===== src/rtl/cpu_controller.sv =====
// Multi-cycle fetch/decode/execute controller for the 16-bit SimpleRISC datapath.
// Optional branch support is enabled by defining CPU_CONTROLLER_BRANCH_EN.
module cpu_controller (
    input  logic        clk,
    input  logic        reset_n,
    input  logic [15:0] instr,
    input  logic [2:0]  status,
    output logic [2:0]  readnum,
    output logic [2:0]  writenum,
    output logic [1:0]  vsel,
    output logic [1:0]  asel,
    output logic [1:0]  bsel,
    output logic [1:0]  shift,
    output logic [1:0]  ALUop,
    output logic        loada,
    output logic        loadb,
    output logic        loadc,
    output logic        loads,
    output logic        write,
    output logic        load_ir,
    output logic        load_pc,
    output logic        reset_pc,
    output logic        pc_sel,
    output logic        load_addr,
    output logic        addr_sel,
    output logic [1:0]  mem_cmd,
    output logic        halted,
    output logic [4:0]  state_o
);

    typedef enum logic [4:0] {
        S_RST  = 5'd0,
        S_IF1  = 5'd1,
        S_IF2  = 5'd2,
        S_UPD  = 5'd3,
        S_DEC  = 5'd4,
        S_WIMM = 5'd5,
        S_GA   = 5'd6,
        S_GB   = 5'd7,
        S_EX   = 5'd8,
        S_WR   = 5'd9,
        S_AD   = 5'd10,
        S_LA   = 5'd11,
        S_MRD  = 5'd12,
        S_MWB  = 5'd13,
        S_SB   = 5'd14,
        S_SC   = 5'd15,
        S_MWR  = 5'd16,
        S_HALT = 5'd17
`ifdef CPU_CONTROLLER_BRANCH_EN
        ,
        S_BR1  = 5'd18,
        S_BR2  = 5'd19
`endif
    } state_t;

    localparam logic [1:0] MEM_NONE = 2'b00;
    localparam logic [1:0] MEM_RD   = 2'b01;
    localparam logic [1:0] MEM_WR   = 2'b10;

    state_t state_q;
    state_t state_d;

    logic [2:0] opcode;
    logic [1:0] op;
    logic [4:0] opc_op;
    logic [2:0] rn;
    logic [2:0] rd;
    logic [2:0] rm;
    logic [1:0] sh;
    logic       is_cmp;
    logic       is_mov_reg;
    logic       is_ldr;

    assign opcode     = instr[15:13];
    assign op         = instr[12:11];
    assign opc_op     = instr[15:11];
    assign rn         = instr[10:8];
    assign rd         = instr[7:5];
    assign sh         = instr[4:3];
    assign rm         = instr[2:0];
    assign is_cmp     = (opc_op == 5'b101_01);
    assign is_mov_reg = (opcode == 3'b110);
    assign is_ldr     = (opcode == 3'b011);
    assign state_o    = state_q;

`ifdef CPU_CONTROLLER_BRANCH_EN
    logic [2:0] cond;
    logic       flag_z;
    logic       flag_v;
    logic       flag_n;
    logic       br_taken;

    assign cond   = instr[10:8];
    assign flag_z = status[2];
    assign flag_v = status[1];
    assign flag_n = status[0];

    // Signed less-than is N xor V; conditions 101-111 are reserved and never taken.
    always_comb begin
        br_taken = 1'b0;
        case (cond)
            3'b000:  br_taken = 1'b1;
            3'b001:  br_taken = flag_z;
            3'b010:  br_taken = ~flag_z;
            3'b011:  br_taken = flag_n ^ flag_v;
            3'b100:  br_taken = (flag_n ^ flag_v) | flag_z;
            default: br_taken = 1'b0;
        endcase
    end
`else
    logic unused_status;
    assign unused_status = ^status;
`endif

    always_ff @(posedge clk or negedge reset_n) begin
        if (!reset_n) begin
            state_q <= S_RST;
        end else begin
            state_q <= state_d;
        end
    end

    always_comb begin
        state_d   = state_q;
        readnum   = 3'd0;
        writenum  = 3'd0;
        vsel      = 2'b00;
        asel      = 2'b00;
        bsel      = 2'b00;
        shift     = 2'b00;
        ALUop     = 2'b00;
        loada     = 1'b0;
        loadb     = 1'b0;
        loadc     = 1'b0;
        loads     = 1'b0;
        write     = 1'b0;
        load_ir   = 1'b0;
        load_pc   = 1'b0;
        reset_pc  = 1'b0;
        pc_sel    = 1'b0;
        load_addr = 1'b0;
        addr_sel  = 1'b0;
        mem_cmd   = MEM_NONE;
        halted    = 1'b0;

        case (state_q)
            S_RST: begin
                reset_pc = 1'b1;
                load_pc  = 1'b1;
                state_d  = S_IF1;
            end
            S_IF1: begin
                addr_sel = 1'b1;
                mem_cmd  = MEM_RD;
                state_d  = S_IF2;
            end
            // Read data is valid in IF2, so the IR captures it at the end of this cycle.
            S_IF2: begin
                addr_sel = 1'b1;
                mem_cmd  = MEM_RD;
                load_ir  = 1'b1;
                state_d  = S_UPD;
            end
            S_UPD: begin
                load_pc = 1'b1;
                state_d = S_DEC;
            end
            S_DEC: begin
                state_d = S_IF1;
                if (opcode == 3'b111) begin
                    state_d = S_HALT;
                end else begin
                    case (opc_op)
                        5'b110_10:                      state_d = S_WIMM;
                        5'b110_00, 5'b101_11:           state_d = S_GB;
                        5'b101_00, 5'b101_01, 5'b101_10: state_d = S_GA;
                        5'b011_00, 5'b100_00:           state_d = S_GA;
`ifdef CPU_CONTROLLER_BRANCH_EN
                        5'b001_00: if (br_taken) state_d = S_BR1;
`endif
                        default:                        state_d = S_IF1;
                    endcase
                end
            end
            S_WIMM: begin
                vsel     = 2'b10;
                writenum = rn;
                write    = 1'b1;
                state_d  = S_IF1;
            end
            S_GA: begin
                readnum = rn;
                loada   = 1'b1;
                state_d = (opcode == 3'b101) ? S_GB : S_AD;
            end
            S_GB: begin
                readnum = rm;
                loadb   = 1'b1;
                state_d = S_EX;
            end
            // Register MOV forces A to zero so the ALU passes the shifted B operand.
            S_EX: begin
                asel    = is_mov_reg ? 2'b01 : 2'b00;
                bsel    = 2'b00;
                shift   = sh;
                ALUop   = op;
                loadc   = 1'b1;
                loads   = is_cmp;
                state_d = is_cmp ? S_IF1 : S_WR;
            end
            S_WR: begin
                vsel     = 2'b00;
                writenum = rd;
                write    = 1'b1;
                state_d  = S_IF1;
            end
            S_AD: begin
                asel    = 2'b00;
                bsel    = 2'b01;
                ALUop   = 2'b00;
                loadc   = 1'b1;
                state_d = S_LA;
            end
            S_LA: begin
                load_addr = 1'b1;
                state_d   = is_ldr ? S_MRD : S_SB;
            end
            S_MRD: begin
                mem_cmd = MEM_RD;
                state_d = S_MWB;
            end
            S_MWB: begin
                mem_cmd  = MEM_RD;
                vsel     = 2'b01;
                writenum = rd;
                write    = 1'b1;
                state_d  = S_IF1;
            end
            S_SB: begin
                readnum = rd;
                loadb   = 1'b1;
                state_d = S_SC;
            end
            S_SC: begin
                asel    = 2'b01;
                bsel    = 2'b00;
                shift   = 2'b00;
                ALUop   = 2'b00;
                loadc   = 1'b1;
                state_d = S_MWR;
            end
            S_MWR: begin
                mem_cmd = MEM_WR;
                state_d = S_IF1;
            end
`ifdef CPU_CONTROLLER_BRANCH_EN
            // PC already holds address+1 here, so PC + sximm8 gives the branch target.
            S_BR1: begin
                asel    = 2'b10;
                bsel    = 2'b10;
                ALUop   = 2'b00;
                loadc   = 1'b1;
                state_d = S_BR2;
            end
            S_BR2: begin
                load_pc = 1'b1;
                pc_sel  = 1'b1;
                state_d = S_IF1;
            end
`endif
            S_HALT: begin
                halted  = 1'b1;
                state_d = S_HALT;
            end
            default: begin
                state_d = S_RST;
            end
        endcase
    end

endmodule


===== config.mk =====
export PLATFORM = sky130hd
export DESIGN_NAME = cpu_controller
export DESIGN_NICKNAME = d
export VERILOG_FILES = /design/src/rtl/cpu_controller.sv
export SDC_FILE = /design/constraint.sdc
export NUM_CORES = 1
export LEC_CHECK = 0
export CAP_MARGIN = 20
export CORE_MARGIN = 3
export CORE_UTILIZATION = 39
export CTS_BUF_LIST = sky130_fd_sc_hd__clkbuf_8
export DETAILED_ROUTE_END_ITERATION = 16
export PLACE_DENSITY = 0.95
export SKIP_LAST_GASP = 1
export SLEW_MARGIN = 20
export SYNTH_ARGS = -nofsm -noshare
export SYNTH_HDL_FRONTEND = slang
export SYNTH_SLANG_ARGS = --single-unit

===== constraint.sdc =====
create_clock -name clk -period 2.28 [get_ports clk]
set_clock_uncertainty 0.15 [all_clocks]
set_input_delay 0.456 -clock clk [delete_from_list [all_inputs] [get_ports clk]]
set_output_delay 0.456 -clock clk [all_outputs]
set_load 0.01 [all_outputs]

* Yosys cells after proc, flatten, opt, wreduce, memory -nomap -nowiden
Memory sizes are Yosys's and may differ from the RTL's.
Index checks and enable logic that the tools add are counted.
** Storage, ports and cells
- Input port bits :: 21
- Bits in registers :: 5
- Output and inout port bits :: 35
- Bits in read-only memories :: 96
- Memories :: 1
- Word-level logic and storage cells :: 58
** Memory list
- (no name shown) :: depth 32, bits a word 3, rd ports 1, clocked after memory_dff 0, write ports 0, line 174 : case (opc_op)
** Cells by class
- Equality and inequality tests :: 22
- Reduce and logical (&&, ||, !) cells :: 9
- Mux-type cells :: 25
** Operator list (number)
- 5-bit one-hot mux with 14 select lines :: 1
- 5-bit by 4-bit equality test with 1-bit output (second input constant) :: 8
- 5-bit by 3-bit equality test with 1-bit output (second input constant) :: 4
- 5-bit equality test (second input constant) :: 3
- 1-bit two-way mux :: 13
- 5-bit by 2-bit equality test with 1-bit output (second input constant) :: 2
- 3-bit equality test (second input constant) :: 3
- 3-bit one-hot mux with 3 select lines :: 1
- 4-bit two-way mux :: 2
- 2-bit one-hot mux with 2 select lines :: 2
- 2-bit OR reduction :: 4
- 2-bit two-way mux :: 3
- 3-bit one-hot mux with 2 select lines :: 1
- 3-bit OR reduction :: 2
- 5-bit by 1-bit equality test with 1-bit output (second input constant) :: 1
- 5-bit logical NOT :: 1
- 5-bit two-way mux :: 1
- 5-bit OR reduction :: 1
- 4-bit OR reduction :: 1
- 3-bit by 2-bit equality test with 1-bit output (second input constant) :: 1
- 1-bit one-hot mux with 2 select lines :: 1

* Longest topological paths before layout
- Depth in word-level cells :: 3
- Mapped depth :: 5
- Mapped depth without buffers :: 3

* Worst setup path after synthesis
OpenSTA, ideal clock, no wires.
- Kind :: register to output
- Start :: register state_q[3], in the netlist state_o[3]
- End :: output mem_cmd[1]
- Setup slack :: 432 ps
- Required time :: 1674 ps
- Buffers on the path :: 1
- Arrival :: 1242 ps
- Cell stages (with the launch flop) :: 4
- Path through :: dfrtp_1 buf_6 or3_4 nor3b_1
** Between the ends
- Word-level cells in the longest chain between the ends :: 3
- Elaborated cells between the ends (all ways) :: 7
- Classes of those cells :: eq/ne: 5; mux: 1; reduce/logical: 1
** Ends and longest elaborated chain
- from (decl) :: line 61 : state_t state_q;
- from (signal assigned) :: line 120 : state_q <= state_d;
- 5-bit by 4-bit equality test with 1-bit output, or another cell as far along :: line 147 : case (state_q)
- 4-bit OR reduction (no source line)
- 2-bit one-hot mux with 2 select lines * :: line 147
- to (decl) :: line 26 : output logic [1:0] mem_cmd,
Mark *: on every way between the ends. The rest lies on a longest branch, timed or not.

* Worst setup path in the final report
- Start :: register state_q[4], in the netlist state_o[4]
- End :: output shift[0]
** Between the ends
- Word-level cells in the longest chain between the ends :: 2
** Ends and longest elaborated chain
- 5-bit by 4-bit equality test with 1-bit output :: line 147
- 2-bit two-way mux :: line 147
- to (decl) :: line 13 : output logic [1:0] shift,
No other way between the ends.

==> impl_metrics.env <==
export IMPL_status="finished with violations"
export IMPL_violations="negative setup slack"
export IMPL_synth_top_cell_area_share=0.151
export IMPL_final_common_cell="buf_4"
export IMPL_rsz0062_at_grt="true"
export IMPL_period_minus_slack_ps=2310
export IMPL_hpwl_um=2490
export IMPL_viasPerCell=5.75
export IMPL_finalSetupViolCount=1
export IMPL_cp_slowest_cell="clkdlybuf4s50_1"
export IMPL_setup_ws_ps=-31.8
export IMPL_cp_end_kind="primary output"
export IMPL_synth_top_family_by_area="simple AND/OR/NAND/NOR gates"
export IMPL_worstRegToRegCells=5
export IMPL_numClockSinks=5
export IMPL_antenna_found_initial=0
export IMPL_synthFlopType="dfrtp_1"
export IMPL_first_pass_iters=4
export IMPL_numCtsBuffers=3
export IMPL_area_growth_pct=88.7
export IMPL_async_reset_ff_frac=1.00
export IMPL_synth_area_mux_share=0.0121
export IMPL_synth_compound_gate_area_share=0.236
export IMPL_max_cap_violations=0
export IMPL_yosysWarnings=0
export IMPL_largest_register_ff_count=5
export IMPL_place_gp_congestion=0.947
export IMPL_rrSetupSlack_ps=550
export IMPL_drive_gt1_frac=0.273
export IMPL_hold_buffers=0
export IMPL_crit_required_ps=1670
export IMPL_cp_start_kind="register"
export IMPL_clock_path_buffers=2
export IMPL_hold_class="in2async"
export IMPL_crit_family="buffers and inverters"
export IMPL_drv_slew=0
export IMPL_p_comb_frac=0.781
export IMPL_gr_total_overflow=0
export IMPL_stdcell_count=210
export IMPL_core_um2=1980
export IMPL_cts_clk_slew_worst_paths_ps=40
export IMPL_synth_adder_area_share=0
export IMPL_totalWireLength_um=3450
export IMPL_htree_num_levels=1
export IMPL_final_cell_mix="buf_4 (25), clkdlybuf4s50_1 (23), dlygate4sd2_1 (22)"
export IMPL_power_internal_mw=0.865
export IMPL_dp_cells=202
export IMPL_die_w_um=52.1
export IMPL_die_area_um2=2710
export IMPL_synth_edf_count=0
export IMPL_antenna_cells=0
export IMPL_ioPinCount=56
export IMPL_peakVddDrop_v=0.00105
export IMPL_sw_frac_of_total=0.459
export IMPL_path_max_fanout=5
export IMPL_seq_area_frac_synth=0.151
export IMPL_arrival_ps=1710
export IMPL_met2_length_um=1760
export IMPL_die_y_um=52.1
export IMPL_crit_chain="nor2_2 > and3_4 > and2_1 > clkdlybuf4s50_1"
export IMPL_cp_slowest_stage_delay_ps=530
export IMPL_wl_met3_um=323
export IMPL_start_util=0.418
export IMPL_grt_max_degree=15
export IMPL_yosysUniqueCellTypes=43
export IMPL_pwr_share_seq=0.120
export IMPL_synthCells=112
export IMPL_grt_use_total=0.241
export IMPL_synth_seq_cells=5
export IMPL_grt_pass1_wl_um=5040
export IMPL_drtIter0Drc=29
export IMPL_fmax_mhz=433
export IMPL_crit_buf_inv=1
export IMPL_top_layer="met4"
export IMPL_post_route_util=0.789
export IMPL_clockRootBuffer="clkbuf_8"
export IMPL_r2r_start="state_o[0]"
export IMPL_wl_per_cell_um=16.4
export IMPL_synth_avg_cell_area_um2=7.40
export IMPL_reg2reg_to="state_o[0]"
export IMPL_syn_cell_area_um2=828
export IMPL_drcViolationCount=0
export IMPL_cts_tree="built"
export IMPL_hold_viol_final=0
export IMPL_ys_top_cells_by_area="dfrtp_1 (15%), and2_1 (6.0%), buf_4 (4.5%)"
export IMPL_final_nets=205
export IMPL_yosysTopAreaCell="dfrtp_1"
export IMPL_grt_pass1_vias=1121
export IMPL_met1_length_um=1270
export IMPL_finalCritPeriodShare=1.01
export IMPL_power_frac_clock=0.099
export IMPL_portBuffers=49
export IMPL_power_leakage_nw=0.821
export IMPL_fillers=113
export IMPL_row_count=16
export IMPL_yosys_area_share_simple=0.473
export IMPL_synthXorXnorAreaFrac=0.0106
export IMPL_vias=1207
export IMPL_p_per_area_nw_per_um2=1020
export IMPL_clock_latency_ps=220
export IMPL_setup_worst_path_class="reg2out"
export IMPL_ant_nets=0
export IMPL_power_switching_mw=0.734
kinds of logic after synthesis:
kind of cell           Yosys count
multiplexers                     1
AO/OA/AOI/OAI                   25
other                            1
AND/OR/NAND/NOR                 62
XOR/XNOR                         1
flip-flops                       5
buffers and inverters           17
synthesized netlist by cell type (all sizes together) (3+ instances only):
library cell  count
nor2             10
buf               9
and2              8
inv               7
nand3             7
nor2b             6
and3              5
dfrtp             5
and3b             4
o221ai            4
a21oi             3
a22oi             3
nand2             3
nor3b             3
metal layers:
metal,GRT usage,vias to the layer above
li1,-,546
met2,0.454,81
met5,0,-
met1,0.269,564
met4,0.0655,0
met3,0.0458,16
through the flow:
stage                     power [mW]  hold WS (ps)  TNS (ps)  area, um^2  worst slack [ps]
after floorplan                0.785          10.4         0         836               432
after global placement          1.32           526      -707        1460              -302
after detailed placement        1.38           542      -911        1460              -353
after CTS                       1.51           309      -144        1520             -44.9
after global routing            1.71           326      -151        1560             -83.3
final                           1.60           306     -31.8        1560             -31.8
worst max path at each step:
stage | startpoint | to | slack (ps) | cells after the start
2_1_floorplan | state_o[3] | mem_cmd[1] | 430 | 3
3_3_place_gp | instr[15] | asel[0] | -300 | 5
3_5_place_dp | instr[15] | loads | -350 | 5
4_1_cts | state_o[4] | loadb | -40 | 4
5_1_grt | state_o[1] | shift[0] | -80 | 4
6_report | state_o[4] | shift[0] | -30 | 4
power by group through the flow:
stage / Combinational (mW) / Clock (mW) / Sequential [mW]
6_report: 1.25 / 0.158 / 0.192
4_1_cts: 1.16 / 0.161 / 0.185
5_1_grt: 1.34 / 0.175 / 0.197
3_3_place_gp: 1.14 / 0 / 0.175
3_5_place_dp: 1.20 / 0 / 0.177
2_1_floorplan: 0.603 / 0 / 0.182
layout make-up:
cell class | instances | area, um^2 | area share
timing repair buffer | 75 | 657 | 0.420
inverter | 7 | 26.3 | 0.0168
sequential | 5 | 130 | 0.0833
clock buffer | 3 | 41.3 | 0.0264
clock inverter | 1 | 3.75 | 0.00240
multi-input combinational | 92 | 671 | 0.429
tap | 27 | 33.8 | 0.0216
worst register-to-register path: stages (launching register included):
cell and delay, ps:
dfrtp_2 440, buf_4 160, buf_4 160, or2_2 330
a211oi_1 220, o32ai_1 120
timing repair:
| item | 4_1_cts | 5_1_grt |
|---|---|---|
| resized for setup | 38 | 10 |
| pin swaps | 0 | 2 |
| setup endpoints to repair | 27 | 5 |
| buffers inserted | 0 | 4 |
Note: power is estimated with default switching activity, not from simulation.
